[config.mk]
export PLATFORM = sky130hd
export DESIGN_NAME = reg_16b_in_8b_out_ser
export DESIGN_NICKNAME = d
export VERILOG_FILES = /design/src/rtl/reg_16b_in_8b_out_ser_pkg.sv /design/src/rtl/reg_16b_in_8b_out_ser_sat.sv /design/src/rtl/reg_16b_in_8b_out_ser.sv
export SDC_FILE = /design/constraint.sdc
export NUM_CORES = 1
export LEC_CHECK = 0
export CAP_MARGIN = 40
export CORE_ASPECT_RATIO = 0.75
export CORE_MARGIN = 1.5
export CORE_UTILIZATION = 45
export DETAILED_ROUTE_END_ITERATION = 10
export GPL_ROUTABILITY_DRIVEN = 0
export PLACE_DENSITY = 0.78
export SYNTH_ARGS = -nofsm -noshare
export SYNTH_HDL_FRONTEND = slang
export SYNTH_SLANG_ARGS = --single-unit
[constraint.sdc]
create_clock -name clk -period 2.9 [get_ports clk]
set_input_delay 0.58 -clock clk [delete_from_list [all_inputs] [get_ports clk]]
set_output_delay 0.58 -clock clk [all_outputs]
set_load 0.02 [all_outputs]
[src/rtl/reg_16b_in_8b_out_ser_pkg.sv]
// Shared types and constants for the 16b -> 8b output serialiser and its narrowing helpers.
package reg_16b_in_8b_out_ser_pkg;

  typedef enum logic [1:0] {
    StIdle   = 2'd0,
    StSendLo = 2'd1,
    StSendHi = 2'd2
  } state_e;

  typedef enum logic {
    ModeSat   = 1'b0,
    ModeSplit = 1'b1
  } mode_e;

  localparam logic [7:0] SAT8_MAX = 8'h7F;
  localparam logic [7:0] SAT8_MIN = 8'h80;

endpackage

[src/rtl/reg_16b_in_8b_out_ser_sat.sv]
// Combinational signed narrowing of a 2*W_OUT-bit word to W_OUT bits with clipping.
module sat_16b_to_8b #(
  parameter int unsigned W_OUT = 8
) (
  input  logic [2*W_OUT-1:0] x_i,
  output logic [W_OUT-1:0]   c_o,
  output logic               ovf_o
);

  localparam int unsigned W_IN = 2 * W_OUT;

  localparam logic [W_OUT-1:0] SatMax = {1'b0, {(W_OUT-1){1'b1}}};
  localparam logic [W_OUT-1:0] SatMin = {1'b1, {(W_OUT-1){1'b0}}};

  // The value fits iff all bits from the output sign bit upward agree.
  logic [W_OUT:0] upper;

  always_comb begin
    upper = x_i[W_IN-1:W_OUT-1];
    ovf_o = ~((&upper) | (~|upper));
    if (!ovf_o) begin
      c_o = x_i[W_OUT-1:0];
    end else if (x_i[W_IN-1]) begin
      c_o = SatMin;
    end else begin
      c_o = SatMax;
    end
  end

endmodule

[src/rtl/reg_16b_in_8b_out_ser.sv]
// Output-boundary register: narrows a 16-bit word onto an 8-bit VALID/OUT_RDY bus,
// either as one saturated byte (SAT) or as low byte then high byte (SPLIT).
module reg_16b_in_8b_out_ser
  import reg_16b_in_8b_out_ser_pkg::*;
#(
  parameter int unsigned W_OUT = 8
) (
  input  logic                 clk,
  input  logic                 rst_n,
  input  logic [2*W_OUT-1:0]   X,
  input  logic                 LX,
  input  logic                 MODE,
  output logic                 RDY,
  output logic [W_OUT-1:0]     C,
  output logic                 VALID,
  input  logic                 OUT_RDY,
  output logic                 LAST,
  output logic                 OVF
);

  localparam int unsigned W_IN = 2 * W_OUT;

  state_e           state_q;
  mode_e            mode_q;
  logic [W_OUT-1:0] hold_hi_q;
  logic [W_OUT-1:0] c_q;
  logic             valid_q;
  logic             last_q;
  logic             ovf_q;

  logic [W_OUT-1:0] sat_c;
  logic             sat_ovf;
  logic             accept;
  logic             xfer;
  mode_e            mode_in;

  sat_16b_to_8b #(
    .W_OUT (W_OUT)
  ) u_sat (
    .x_i   (X),
    .c_o   (sat_c),
    .ovf_o (sat_ovf)
  );

  assign mode_in = mode_e'(MODE);
  assign xfer    = valid_q & OUT_RDY;
  // Final-byte handoff frees the slot on the same edge, so words stream without a bubble.
  assign RDY     = (state_q == StIdle) | (valid_q & last_q & OUT_RDY);
  assign accept  = LX & RDY;

  // The low byte goes straight to C at accept, so only the high byte needs holding.
  always_ff @(posedge clk or negedge rst_n) begin
    if (!rst_n) begin
      state_q   <= StIdle;
      mode_q    <= ModeSat;
      hold_hi_q <= '0;
      c_q       <= '0;
      valid_q   <= 1'b0;
      last_q    <= 1'b0;
      ovf_q     <= 1'b0;
    end else if (accept) begin
      state_q   <= StSendLo;
      mode_q    <= mode_in;
      hold_hi_q <= X[W_IN-1:W_OUT];
      valid_q   <= 1'b1;
      if (mode_in == ModeSplit) begin
        c_q    <= X[W_OUT-1:0];
        last_q <= 1'b0;
        ovf_q  <= 1'b0;
      end else begin
        c_q    <= sat_c;
        last_q <= 1'b1;
        ovf_q  <= sat_ovf;
      end
    end else begin
      unique case (state_q)
        StIdle: begin
          valid_q <= 1'b0;
        end
        StSendLo: begin
          if (xfer) begin
            if (mode_q == ModeSplit) begin
              state_q <= StSendHi;
              c_q     <= hold_hi_q;
              last_q  <= 1'b1;
            end else begin
              state_q <= StIdle;
              valid_q <= 1'b0;
              last_q  <= 1'b0;
              ovf_q   <= 1'b0;
            end
          end
        end
        StSendHi: begin
          if (xfer) begin
            state_q <= StIdle;
            valid_q <= 1'b0;
            last_q  <= 1'b0;
          end
        end
        default: begin
          state_q <= StIdle;
          valid_q <= 1'b0;
          last_q  <= 1'b0;
          ovf_q   <= 1'b0;
        end
      endcase
    end
  end

  assign C     = c_q;
  assign VALID = valid_q;
  assign LAST  = last_q;
  assign OVF   = ovf_q;

endmodule

==> flow_summary.toml, run 1 <==
[floorplanning]
die_w_um = 59.1
die_area_mm2 = 0.00266
rows = 15
ios = 33
die_y_um = 45.1
initial_core_util = 0.467
coreArea_mm2 = 0.00227

[flow_run]
cap_violations = 0

[logic_synthesis]
synth-seq-area-share = 0.519
synthTopCellsByArea = "dfrtp_1, mux2_2, mux2i_1"
async_reset_ff_frac = 1.00
synth_area_mm2 = 0.00106
synth-seq-cells = 22
synth_edf_count = 0
synth_top_area_cell = "dfrtp_1"
avgSynthCellArea_um2 = 11.9
ys_warn_count = 0
synthCells = 89
synth_cell_types = 29
syn-num-nets = 110
synth_ff_type = "dfrtp_1"
synth_top_area_frac = 0.519

[critical_path]
r2r-start = "state_q[0]"
regToRegSetupSlack_ns = 1.26
critical_path.startpoint_type = "input pin"
worst_setup_path_end_kind = "primary output"
cp.required_ns = 2.32
crit_fanout = 5
r2r-end = "OVF"
arrival_ns = 2.07
worstSetupPathType = "in -> out"
reg2regPathDepth = 4

[pwr]
power_mw = 1.40
combPwrFrac = 0.503
power.density_mw_per_mm2 = 960
p_sw_mw = 0.520
clockPowerShare = 0.099
p_seq_frac = 0.398
ir_drop_mv = 0.498
p_int_mw = 0.879
netSwitchingFraction = 0.372
power.leakage_nw = 0.600

[global_route]
grt_use_total = 0.194
grt_first_pass_wirelength_mm = 3.81
grt_antenna_before_repair = 0
grt_pass1_vias = 829
overflow = 0
grt_start_max_net_pins = 23

[clock_tree]
post-cts-setup-buffers = 0
numCtsBuffers = 3
worstSkewPairLatency_ns = 0.31
cts_tree = "built"
cts.sinks = 22
post_cts_resized = 0
cts_buffer_depth = 2
ctsHtreeMaxLevel = 1
clkTransAtPathRegs_ns = 0.12
hold_buffers = 0
cts_root_buffer = "clkbuf_4"

[drt]
first_pass_iters = 4
ant_nets = 0
via_per_inst = 5.38
routed_wl_mm = 2.30
avgRoutedWirePerCell_um = 14.6
drc = 0
vias = 850
drtIter0Drc = 21

[placement]
place_hpwl_mm = 1.71
dp_worst_setup_slack_ns = 0.258
portBuffers = 32
dpl.cell_count = 155

[sta]
tns_ns = 0
fin_ws_ns = 0.247
worst_pin_slew_ns = 0.641
period_needed_ns = 2.65
fmax_mhz = 377
final_max_slew_viol_count = 0
setup_violations = 0
finClkSkew_ns = 0.00752
grt_setup_unrepaired = "no"
hold_violations = 0
slew-limit-headroom = 0.570
min_period_over_period = 0.915

[min_path]
hold_path.startpoint = "hold_hi_q[4]"
hold_class = "reg -> reg"
whs_endpoint = "hold_hi_q[4]"
hold_depth = 1

[layout]
nets = 147
diodes = 0
stdcell_count = 158
synthToLayoutAreaGrowth_pct = 37.4
nFillCells = 198
layout-drive-gt1-share = 0.153

[status]
status = "complete, no violations"
==> layout make-up <==
cell class / count / area, µm² / area share
well taps: 34 / 42.5 / 0.0292
flip-flops and latches: 22 / 551 / 0.378
repair buffers: 34 / 348 / 0.239
clock buffers: 3 / 22.5 / 0.0155
multi-input cells: 65 / 494 / 0.339
==> synthesized netlist by cell type (2+ instances only) <==
| master | n |
|---|---|
| a211oi_1 | 2 |
| a22oi_1 | 8 |
| dfrtp_1 | 22 |
| mux2_2 | 9 |
| mux2i_1 | 8 |
| nand2_1 | 12 |
| nand4_1 | 2 |
| nor2_1 | 2 |
| nor4_1 | 2 |
| o21ai_0 | 3 |
==> worst max-delay path by stage <==
stage	from	endpoint	slack, ns	cells after the start
3_5_place_dp	OUT_RDY	RDY	0.26	4
4_1_cts	OUT_RDY	RDY	0.25	4
6_report	OUT_RDY	RDY	0.25	4
2_1_floorplan	OUT_RDY	RDY	1.25	2
5_1_grt	OUT_RDY	RDY	0.22	4
3_3_place_gp	OUT_RDY	RDY	0.29	4
==> power by group through the flow <==
stage	registers (mW)	logic (mW)	clock network, mW
6_report	0.557	0.703	0.139
4_1_cts	0.557	0.714	0.142
2_1_floorplan	0.635	0.348	0
3_5_place_dp	0.564	0.711	0
3_3_place_gp	0.556	0.694	0
5_1_grt	0.580	0.758	0.156
==> routing by layer <==
metal | share of wire | vias to the layer above | GRT usage
met1 | 0.47 | 417 | 0.260
li1 | - | 409 | -
met4 | 0.0030 | 0 | 0.0273
met3 | 0.049 | 2 | 0.0659
met5 | 0 | - | 0
met2 | 0.48 | 22 | 0.318
==> stage by stage <==
step | cell area (µm²) | hold WS [ns] | utilization
5_1_grt | 1460 | 0.545 | 0.642
4_1_cts | 1460 | 0.523 | 0.642
3_5_place_dp | 1440 | 0.496 | 0.632
6_report | 1460 | 0.518 | 0.642
3_3_place_gp | 1440 | 0.490 | 0.632
2_1_floorplan | 1060 | 0.284 | -
==> state kept, by name, indices dropped and copies added, names as in the netlist <==
register   flops
OVF            1
C              8
LAST           1
hold_hi_q      8
VALID          1
mode_q         1
state_q        2
==> worst max-delay path, stage by stage <==
cell and delay, ns:
clkdlybuf4s50_1 0.47, and3_1 0.21, or2_2 0.28, clkdlybuf4s50_1 0.54
==> cells in the final DEF (no fill, tap or decap), types with 2 or more instances in the layout <==
| master | instances |
|---|---|
| a211oi_1 | 2 |
| a22oi_1 | 8 |
| clkbuf_4 | 3 |
| clkdlybuf4s50_1 | 32 |
| dfrtp_1 | 22 |
| mux2_2 | 9 |
| mux2i_1 | 8 |
| nand2_1 | 12 |
| nand4_1 | 2 |
| nor2_1 | 2 |
| nor4_1 | 2 |
| o21ai_0 | 3 |
==> cells by family (layout without fill, tap and decap cells) <==
group	Yosys count	after routing	synth area share
muxes	17	17	0.171
and+or+nand+nor	29	29	0.160
AOI/OAI and AO/OA	18	18	0.126
xor gates and xnor gates	1	1	0.00826
buffers and inverters	2	37	0.0153
DFF	22	22	0.519
No activity file was read; power rests on OpenSTA's default activity.
==> run 2, diff against run 1 <==
--- a/config.mk
+++ b/config.mk
@@ -5,6 +5,7 @@
 export SDC_FILE = /design/constraint.sdc
 export NUM_CORES = 1
 export LEC_CHECK = 0
+export ABC_CLOCK_PERIOD_IN_PS = 2900
 export CAP_MARGIN = 40
 export CORE_ASPECT_RATIO = 0.75
 export CORE_MARGIN = 1.5
==> results of run 2 <==
Same layout as run 1: the final DEF is identical, and so are final timing and power.
==> run 3, diff against run 2 <==
--- a/config.mk
+++ b/config.mk
@@ -7,7 +7,7 @@
 export LEC_CHECK = 0
 export ABC_CLOCK_PERIOD_IN_PS = 2900
 export CAP_MARGIN = 40
-export CORE_ASPECT_RATIO = 0.75
+export CORE_ASPECT_RATIO = 1.4
 export CORE_MARGIN = 1.5
 export CORE_UTILIZATION = 45
 export DETAILED_ROUTE_END_ITERATION = 10
==> run 3 against run 2 <==
Compared with the run above: sequential share of layout area is 0.53 points higher; critical path type unchanged; sequential power about the same; sequential cell count unchanged; non-clock buffer count increased by 1.
==> flow_summary.toml, run 3 (same netlist as run 1, synthesis figures left out) <==
[clock_tree]
cts_buffer_depth = 2
hold_buffers = 0
post-cts-setup-buffers = 0
cts_tree = "built"
clkTransAtPathRegs_ns = 0.11
numCtsBuffers = 3
worstSkewPairLatency_ns = 0.29
cts_root_buffer = "clkbuf_4"
ctsHtreeMaxLevel = 1
cts.sinks = 22
post_cts_resized = 0

[critical_path]
worst_setup_path_end_kind = "primary output"
crit_fanout = 5
slowest_stage = "clkdlybuf4s50_1"
arrival_ns = 2.07
worstSetupPathType = "in -> out"
crit_path_cell_trace = "clkdlybuf4s50_1 > and3_1 > or2_2 > clkdlybuf4s50_1"
path_buf_inv = 2
cp.required_ns = 2.32
critical_path.startpoint_type = "input pin"
critical_path.max_stage_delay_ns = 0.53
path_common_cell = "clkdlybuf4s50_1"
critical-path-top-delay-family = "buffers and inverters"

[status]
status = "complete, no violations"

[pwr]
ir_drop_mv = 0.526
power_mw = 1.37
power.density_mw_per_mm2 = 954
power.leakage_nw = 0.599

[drt]
routed_wl_mm = 2.11
avgRoutedWirePerCell_um = 14.4
first_pass_iters = 4
drc = 0
drtIter0Drc = 24
via_per_inst = 5.73
vias = 843
ant_nets = 0

[floorplanning]
ios = 33
die_y_um = 60.5
rows = 20
die_w_um = 44.0
coreArea_mm2 = 0.00220
die_area_mm2 = 0.00266
initial_core_util = 0.482

[layout]
stdcell_count = 147
nets = 148
nFillCells = 193
diodes = 0
final_cell_mix = "clkdlybuf4s50_1, dfrtp_1, nand2_1"
synthToLayoutAreaGrowth_pct = 35.5
postLayoutCoreUtil = 0.653
layout-drive-gt1-share = 0.160
final_common_cell = "clkdlybuf4s50_1"

[global_route]
grt_pass1_vias = 864
grt_use_total = 0.185
grt_antenna_before_repair = 0
overflow = 0
grt_first_pass_wirelength_mm = 3.71
grt_start_max_net_pins = 23

[placement]
dpl.cell_count = 144
place_hpwl_mm = 1.62
portBuffers = 32

[sta]
finClkSkew_ns = 0.00919
slew-limit-headroom = 0.559
hold_violations = 0
worst_pin_slew_ns = 0.656
final_max_slew_viol_count = 0
min_period_over_period = 0.914
setup_violations = 0
fmax_mhz = 377
tns_ns = 0
grt_setup_unrepaired = "no"
period_needed_ns = 2.65

[flow_run]
cap_violations = 0

[min_path]
hold_class = "reg -> reg"
-- run 3: worst paths after layout --
| path | startpoint | end | slack (ns) | cells past startpoint |
|---|---|---|---|---|
| hold / removal | hold_hi_q[6] | hold_hi_q[6] | 0.52 | 1 |
| max in group asynchronous | rst_n | OVF | 2.06 | 2 |
| min in group asynchronous | rst_n | C[6] | 0.61 | 2 |
| setup reg to reg | state_q[0] | OVF | 1.17 | 5 |
| setup / recovery | OUT_RDY | RDY | 0.25 | 4 |
| hold reg to reg | hold_hi_q[6] | hold_hi_q[6] | 0.52 | 1 |
-- run 3: per-stage QoR --
| step | setup WS [ns] | hold WS, ns | instance area (µm²) |
|---|---|---|---|
| floorplan | 1.25 | 0.284 | 1060 |
| global placement | 0.290 | 0.487 | 1420 |
| detailed placement | 0.249 | 0.494 | 1420 |
| CTS | 0.251 | 0.520 | 1440 |
| global route | 0.192 | 0.548 | 1440 |
| finish | 0.250 | 0.520 | 1440 |
-- run 3: layer usage --
metal,vias to the layer above,GRT usage,share of wire
met4,0,0.0693,0.015
met1,411,0.252,0.41
li1,403,-,-
met3,4,0.0179,0.047
met5,-,0,0
met2,25,0.307,0.52
-- run 3: layout make-up --
type | count | area, µm² | share of cell area
well taps | 22 | 27.5 | 0.0191
repair buffers | 35 | 343 | 0.238
clock buffers | 3 | 22.5 | 0.0157
flip-flops and latches | 22 | 551 | 0.383
multi-input cells | 65 | 494 | 0.344
-- run 3: power by group --
group | internal [mW] | total (mW) | switching, mW
Clock | 0.0482 | 0.128 | 0.0800
Combinational | 0.368 | 0.689 | 0.321
Sequential | 0.456 | 0.554 | 0.0979
Total | 0.873 | 1.37 | 0.499
-- run 3: worst register-to-register path: cells and delay by family, from the launching register on --
kind | cells | cell delay (ns)
AND/OR/NAND/NOR | 2 | 0.67
flip-flops | 1 | 0.48
AO/OA/AOI/OAI | 2 | 0.26
buffers and inverters | 1 | 0.18
